`src/rtl/func_y_eval.sv`:
```
// Evaluates y = a^2 + floor(cbrt(b)). The square is formed with a shift-add loop, and the cube root
// comes from an external unit that runs alongside the squarer through a start/busy handshake.
module func_y_eval #(
  parameter int W      = 8,
  parameter int ACK_TO = 4
) (
  input  logic             clk,
  input  logic             rst,
  input  logic             start,
  input  logic [W-1:0]     a_in,
  input  logic [W-1:0]     b_in,
  output logic [2*W-1:0]   y_out,
  output logic             busy_o,
  output logic             done_o,
  output logic             cr_start_o,
  output logic [W-1:0]     cr_x_o,
  input  logic [W-1:0]     cr_y_i,
  input  logic             cr_busy_i
);

  localparam logic [2:0] IDLE = 3'd0;
  localparam logic [2:0] SQ   = 3'd1;
  localparam logic [2:0] JOIN = 3'd2;
  localparam logic [2:0] ADD  = 3'd3;
  localparam logic [2:0] DONE = 3'd4;

  localparam logic [1:0] CR_IDLE = 2'd0;
  localparam logic [1:0] CR_ACK  = 2'd1;
  localparam logic [1:0] CR_WAIT = 2'd2;

  localparam int CW = $clog2(W + 1);
  localparam int AW = $clog2(ACK_TO + 1);

  logic [2:0]     state;
  logic [1:0]     cr_state;
  logic [CW-1:0]  cnt;
  logic [AW-1:0]  ack_cnt;
  logic           cr_done;
  logic           accept;

  logic [2*W-1:0] acc;
  logic [2*W-1:0] mcand;
  logic [W-1:0]   mplier;
  logic [W-1:0]   cr_res;
  logic [2*W-1:0] add_b;
  logic [2*W-1:0] add_sum;

  assign accept = (state == IDLE) && start;

  // Single adder: partial products while squaring, then the root in ADD; acc ends up holding the sum.
  always_comb begin
    add_b   = (state == ADD) ? {{W{1'b0}}, cr_res} : mcand;
    add_sum = acc + add_b;
  end

  always_ff @(posedge clk) begin
    if (rst) begin
      state      <= IDLE;
      cr_state   <= CR_IDLE;
      cnt        <= '0;
      ack_cnt    <= '0;
      cr_done    <= 1'b0;
      y_out      <= '0;
      busy_o     <= 1'b0;
      done_o     <= 1'b0;
      cr_start_o <= 1'b0;
      cr_x_o     <= '0;
    end else begin
      done_o     <= 1'b0;
      cr_start_o <= 1'b0;

      case (state)
        IDLE: if (start) begin
          state  <= SQ;
          cnt    <= '0;
          busy_o <= 1'b1;
          cr_x_o <= b_in;
        end
        SQ: begin
          cnt <= cnt + CW'(1);
          if (cnt == CW'(W - 1)) state <= JOIN;
        end
        JOIN: if (cr_done) state <= ADD;
        ADD:  state <= DONE;
        DONE: begin
          y_out   <= acc;
          done_o  <= 1'b1;
          busy_o  <= 1'b0;
          cr_done <= 1'b0;
          state   <= IDLE;
        end
        default: state <= IDLE;
      endcase

      // Cube-root tracker; re-pulses start if the unit never acknowledges.
      case (cr_state)
        CR_IDLE: if (accept) begin
          cr_start_o <= 1'b1;
          ack_cnt    <= '0;
          cr_state   <= CR_ACK;
        end
        CR_ACK: begin
          if (cr_busy_i) begin
            cr_state <= CR_WAIT;
          end else if (ack_cnt == AW'(ACK_TO - 1)) begin
            cr_start_o <= 1'b1;
            ack_cnt    <= '0;
          end else begin
            ack_cnt <= ack_cnt + AW'(1);
          end
        end
        CR_WAIT: if (!cr_busy_i) begin
          cr_done  <= 1'b1;
          cr_state <= CR_IDLE;
        end
        default: cr_state <= CR_IDLE;
      endcase
    end
  end

  always_ff @(posedge clk) begin
    if (accept) begin
      acc    <= '0;
      mcand  <= {{W{1'b0}}, a_in};
      mplier <= a_in;
    end else if (state == SQ) begin
      if (mplier[0]) acc <= add_sum;
      mcand  <= mcand << 1;
      mplier <= mplier >> 1;
    end else if (state == ADD) begin
      acc <= add_sum;
    end
    if (cr_state == CR_WAIT && !cr_busy_i) cr_res <= cr_y_i;
  end

endmodule

```
`config.mk`:
```
export PLATFORM = sky130hd
export DESIGN_NAME = func_y_eval
export DESIGN_NICKNAME = d
export VERILOG_FILES = /design/src/rtl/func_y_eval.sv
export SDC_FILE = /design/constraint.sdc
export NUM_CORES = 1
export LEC_CHECK = 0
export BUFFER_PORTS_ARGS = -buffer_cell sky130_fd_sc_hd__clkbuf_2
export CAP_MARGIN = 5
export CORE_MARGIN = 8
export CORE_UTILIZATION = 47
export DETAILED_ROUTE_END_ITERATION = 10
export PLACE_DENSITY = 0.79
export REMOVE_ABC_BUFFERS = 1
export SLEW_MARGIN = 20
export SYNTH_ARGS = -nofsm -noshare
export SYNTH_HDL_FRONTEND = slang
export SYNTH_SLANG_ARGS = --single-unit
```
`constraint.sdc`:
```
create_clock -name clk -period 4.3 [get_ports clk]
set_input_delay 0.86 -clock clk [delete_from_list [all_inputs] [get_ports clk]]
set_output_delay 0.86 -clock clk [all_outputs]
set_load 0.01 [all_outputs]
```
==> results.tsv, run 1 <==
metric	value	unit
rows	34	
area.growth.synth_to_final	13.6	%
fin_crit_sh	0.831	
synth-seq-area-share	0.489	
synth_edf_count	24	
max_slew_margin	0.450	
tns	0	ps
syn-instance-count	456	
fp.dieW	109	um
hold_ws	457	ps
hold_buffers	0	
die_area	12000	um^2
fillCellCount	806	
vias_per_cell	5.35	
drive_gt1_frac	0.172	
cp.arrival	3820	ps
cts.htree.levels	3	
tightest_slew	825	ps
power.density	392	nW/um^2
synth-main-ff-cell	dfxtp_1	
status	completed	
start_util	0.476	
ys_ff_latch	88	
yosys.cell_types.count	47	
postCtsSetupBuffers	0	
rsz0062_at_grt	false	
fin_crit	3570	ps
n_antenna_cell	0	
cts.repair.resized	0	
place_congestion	0.876	
crit_chain	nor2b_1, nand2_1, mux2_2, ha_1, fa_1, a211o_1, a211oi_1, o21bai_1, a31oi_1, xor2_1, o21ai_0	
hold_viol	0	
clkTransAtPathRegs	90	ps
tritoncts	built	
hold_path.class	reg -> reg	
irDropWorstVdd	0.268	mV
r2r_start	state[0]$_SDFFE_PP0P_	
leakage	1.90	nW
path_class	reg -> reg	
drc	0	
finalWirelength	9070	um
wire_per_inst	14.8	um
synth_top_cell_area_share	0.313	
drv_slew	0	
first_global_vias	3332	
cp_slowest_cell	dfxtp_1	
antenna_found_initial	0	
crit_fanout	7	
crit_start	state[0]$_SDFFE_PP0P_	
clkLatencyLatePin	360	ps
clockBufferDepth	2	
drt-initial-drc-count	115	
first_pass_iters	4	
clock-sinks	88	
numCtsBuffers	9	
power	1.82	mW
place.detailed.hpwl	6510	um
portBuffers	54	
vias	3278	
ys_warn_count	0	
grt_use_total	0.162	
fin_nets	546	
async_flop_share	0	
synthTopCellsByArea	dfxtp_1 31%, edfxtp_1 18%, nand2_1 11%	
cp-end-kind	flop	
cts_root_buf	clkbuf_8	
grt_max_degree	40	
cap_violations	0	
syn_avg_cell_area	8.98	um^2
fmax	280	MHz
slowest_delay	510	ps
setup_violations	0	
placed_area	4430	um^2
fin_area	4650	um^2
cp-start-kind	flop	
grt_pass1_wl	15500	um
holdCritStartpoint	cr_x_o[0]$_SDFFE_PP0P_	
die_y	109	um
netlist_area	4090	um^2
ant_nets	0	
skew	11.7	ps
crit_required	4550	ps
io_pins	55	
core_area	8590	um^2
grt_overflow	0	
yosys.area.top_type	dfxtp_1	
[final timing paths]
| path | end | slack (ps) | cells after the start |
|---|---|---|---|
| setup / recovery | acc[10]$_SDFFE_PP0P_ | 730 | 11 |
| hold / removal | cr_x_o[0]$_SDFFE_PP0P_ | 460 | 2 |
| setup reg to reg | acc[10]$_SDFFE_PP0P_ | 730 | 11 |
| hold reg to reg | cr_x_o[0]$_SDFFE_PP0P_ | 460 | 2 |
[cell usage after synthesis (5+ instances only)]
master	n
nand2_1	117
dfxtp_1	64
a21oi_1	49
nor2_1	31
edfxtp_1	24
clkbuf_1	20
ha_1	17
and2_1	11
nand3_1	10
o21ai_0	9
mux2_2	8
a211oi_1	7
a21o_1	7
nor3_1	7
a31oi_1	5
nand4_1	5
nor2b_1	5
o21a_1	5
xnor2_1	5
xor2_1	5
[stage by stage]
stage / worst slack (ps) / util / instances
global route: 376 / 0.541 / 613
CTS: 735 / 0.541 / 613
detailed placement: 786 / 0.516 / 597
floorplan: 902 / - / 430
finish: 727 / 0.541 / 613
global placement: 867 / 0.516 / 597
[registers in the layout (all words and copies together) (netlist names)]
register	cells
acc	16
mcand	16
y_out	16
cr_res	8
cr_x_o	8
mplier	8
cnt	4
ack_cnt	3
state	3
cr_state	2
busy_o	1
cr_done	1
cr_start_o	1
done_o	1
[kinds of logic after synthesis]
| group | after synthesis | share of synthesized area |
|---|---|---|
| AOI/OAI and AO/OA | 100 | 0.157 |
| xor gates and xnor gates | 10 | 0.0214 |
| adders and majority gates | 18 | 0.0568 |
| buffers and inverters | 29 | 0.0299 |
| DFF | 88 | 0.489 |
| muxes | 11 | 0.0293 |
| and+or+nand+nor | 200 | 0.217 |
[power by group]
group          switching, mW  internal, mW  total (mW)
clock                  0.303         0.307       0.610
combinational          0.162         0.112       0.274
sequential            0.0328         0.906       0.939
total                  0.498          1.33        1.82
[per-layer routing]
metal	share of wire	global-route usage	wire length (um)
met5	0	0	0
met4	0.013	0.0453	116
met3	0.076	0.0557	691
met2	0.46	0.261	4130
met1	0.46	0.201	4130
[placed cells by master, fill, tap and decap left out, drive strengths merged, types with 7 or more instances in the layout]
master and count:
ha 17, dfxtp 64, a211oi 7, and2 11, o21ai 9, mux2 8
clkbuf 65, a21o 7, nand2 117, nand3 10, nor2 31, nor3 7
a21oi 51, edfxtp 24
[final cells by class]
type,instances,area [um^2],area share
flip-flops and latches,88,2000,0.431
multi-input cells,339,1980,0.425
repair buffers,59,308,0.0662
clock buffers,11,153,0.0328
well taps,108,135,0.0291
clock inverters,5,62.6,0.0135
inverters,3,11.3,0.00242
[critical path: cells and delay by family, from the launching register on]
| kind | cells | cell delay, ps |
|---|---|---|
| flops | 1 | 510 |
| simple gates | 2 | 520 |
| xor+xnor | 1 | 160 |
| compound gates | 5 | 1290 |
| fa+ha+maj | 2 | 650 |
| mux | 1 | 330 |
(Power assumes the default switching activity.)
==> inputs of run 2 (changes only) <==
Settings changed: PLACE_DENSITY 0.79 to 0.82.
Clock period 4.3 ns to 3.15 ns, I/O delays scaled along.
==> run 2 against run 1 <==
Compared with the run above: count of clock-buffer cells in the layout decreased by 2; first-iteration DRC count is 11% higher; die area unchanged; sequential power rose by 36%; clock power increased by 50%; final cell count is 1.3% higher; hold slack worse by 24 ps; cell area rose by 1.8%; via count up 1.6%; core utilization up 0.96 points; sequential share of layout area fell by 0.75 points; critical path type unchanged; critical endpoint is now acc[15]$_SDFFE_PP0P_; largest cell class unchanged.
==> results.tsv, run 2 (synthesized netlist as in run 1, its figures left out) <==
metric	value	unit	change
layout_commonest_cell	nand2_1		
power	2.59	mW	+42%
vias	3332		+1.6%
cts.htree.levels	3		unchanged
fillCellCount	817		+1.4%
die_area	12000	um^2	unchanged
start_util	0.476		unchanged
cp-end-kind	flop		
worstReg2RegEnd	acc[15]$_SDFFE_PP0P_		
grtUsageMet3	0.0463		-0.00938
wire_per_inst	15.0	um	+1.6%
hold_buffers	0		unchanged
clkLatencyLatePin	370	ps	about the same
setup_violations	0		unchanged
grtUsageMet1	0.209		+0.00767
grt_max_degree	40		unchanged
n_antenna_cell	0		unchanged
antenna_found_initial	0		unchanged
cts_root_buf	clkbuf_8		
drv_slew	0		unchanged
area.growth.synth_to_final	15.6	%	
cts.repair.resized	0		unchanged
first_pass_iters	4		unchanged
leakage	1.96	nW	+2.9%
final_cell_mix	117 x nand2_1, 64 x dfxtp_1, 54 x clkbuf_2, 49 x a21oi_1, 31 x nor2_1		
hold_ws	432	ps	-24.4 ps
drt-initial-drc-count	128		+11%
tns	0	ps	unchanged
cp.arrival	3280	ps	-540 ps
final_core_util	0.551		+0.00961
cap_violations	0		unchanged
core_area	8590	um^2	unchanged
hold_viol	0		unchanged
numCtsBuffers	9		unchanged
cp-start-kind	flop		
rows	34		unchanged
postCtsSetupBuffers	0		unchanged
drive_gt1_frac	0.191		+0.0188
rsz0062_at_grt	false		
skew	11.0	ps	-0.672 ps
fmax	336	MHz	+20%
hold_path.class	in -> reg		
met2_usage	0.268		+0.00775
irDropWorstVdd	0.334	mV	+24%
place.detailed.hpwl	6740	um	+3.4%
clkTransAtPathRegs	100	ps	about the same
portBuffers	54		unchanged
crit_fanout	5		-2
fin_crit_sh	0.944		+0.113
status	completed		
power.density	546	nW/um^2	+39%
crit_required	3460	ps	-1090 ps
whs_endpoint	cr_res[1]$_DFFE_PP_		
tightest_slew	830	ps	+5.82 ps
grt-busiest-layer	met2		
grt_use_total	0.167		+0.00560
first_global_vias	3375		+1.3%
fin_crit	2970	ps	-600 ps
ant_nets	0		unchanged
r2r_start	state[0]$_SDFFE_PP0P_		
worstRegToRegCells	11		unchanged
io_pins	55		unchanged
path_class	reg -> reg		
finalWirelength	9330	um	+2.9%
clockBufferDepth	2		unchanged
die_y	109	um	unchanged
vias_per_cell	5.37		+0.34%
fin_nets	554		+1.5%
reg.largest.list	acc x16, mcand x16, y_out x16		
r2r_setup_slack	180	ps	-550 ps
holdCritStartpoint	cr_y_i[1]		
grt_pass1_wl	15800	um	+1.7%
place_congestion	0.881		+0.53%
drc	0		unchanged
clock-sinks	88		unchanged
tritoncts	built		
fp.dieW	109	um	unchanged
grt_overflow	0		unchanged
whs_path_depth	1		-1
max_slew_margin	0.446		-0.00388
run 2: cell types whose count changed in the layout (fill, tap and decap cells not counted):
cell / before / now
buf_4: 5 / 13
bufinv_16: 1 / 2
clkbuf_1: 1 / 0
clkbuf_16: 1 / 0
clkinvlp_4: 2 / 0
fa_1: 1 / 0
fa_2: 0 / 1
inv_6: 1 / 2
inv_8: 0 / 2
nor2b_1: 5 / 4
nor2b_2: 0 / 1
run 2: worst max-delay path by stage:
stage                                     start                    to  depth (start not counted)
after floorplan           state[0]$_SDFFE_PP0P_  acc[10]$_SDFFE_PP0P_                         11
final                     state[0]$_SDFFE_PP0P_  acc[15]$_SDFFE_PP0P_                         11
after detailed placement  state[0]$_SDFFE_PP0P_  acc[15]$_SDFFE_PP0P_                         11
after CTS                 state[0]$_SDFFE_PP0P_  acc[15]$_SDFFE_PP0P_                         11
after global routing      state[0]$_SDFFE_PP0P_  acc[15]$_SDFFE_PP0P_                         11
after global placement    state[0]$_SDFFE_PP0P_  acc[15]$_SDFFE_PP0P_                         11
run 2: layout make-up:
class                      instances  area, um^2  area share
sequential                        88        2000       0.423
clock buffer                       9         124      0.0262
timing repair buffer              67         368      0.0777
tap                              108         135      0.0286
multi-input combinational        339        1980       0.419
inverter                           3        11.3     0.00238
clock inverter                     7         109      0.0230
run 2: worst max-delay path: stages, from the launching register on:
cell and delay [ps]:
dfxtp_1 320, nor2b_2 150, nand2_1 100, buf_4 150, mux2_2 340, ha_1 350
a21o_1 240, a2bb2oi_4 170, a2111oi_2 90, o311a_1 370, or4_1 470, a21oi_1 140
run 2: report_power, final:
part | total [mW] | leakage, nW | internal, mW | switching [mW]
Sequential | 1.28 | 0.752 | 1.24 | 0.0439
Combinational | 0.393 | 1.09 | 0.163 | 0.230
Clock | 0.912 | 0.118 | 0.465 | 0.447
run 2: through the flow:
step / cells / setup WS (ps) / instance area (um^2)
finish: 621 / 177 / 4730
global route: 621 / 25.8 / 4730
CTS: 621 / 174 / 4730
detailed placement: 605 / 208 / 4490
global placement: 605 / 299 / 4490
floorplan: 430 / -144 / 3980
run 2: layer usage:
layer	vias to the layer above	wire (um)	part of all wire
li1	1693	-	-
met1	1551	4380	0.47
met3	16	480	0.051
met2	72	4280	0.46
met4	0	194	0.021
met5	-	0	0
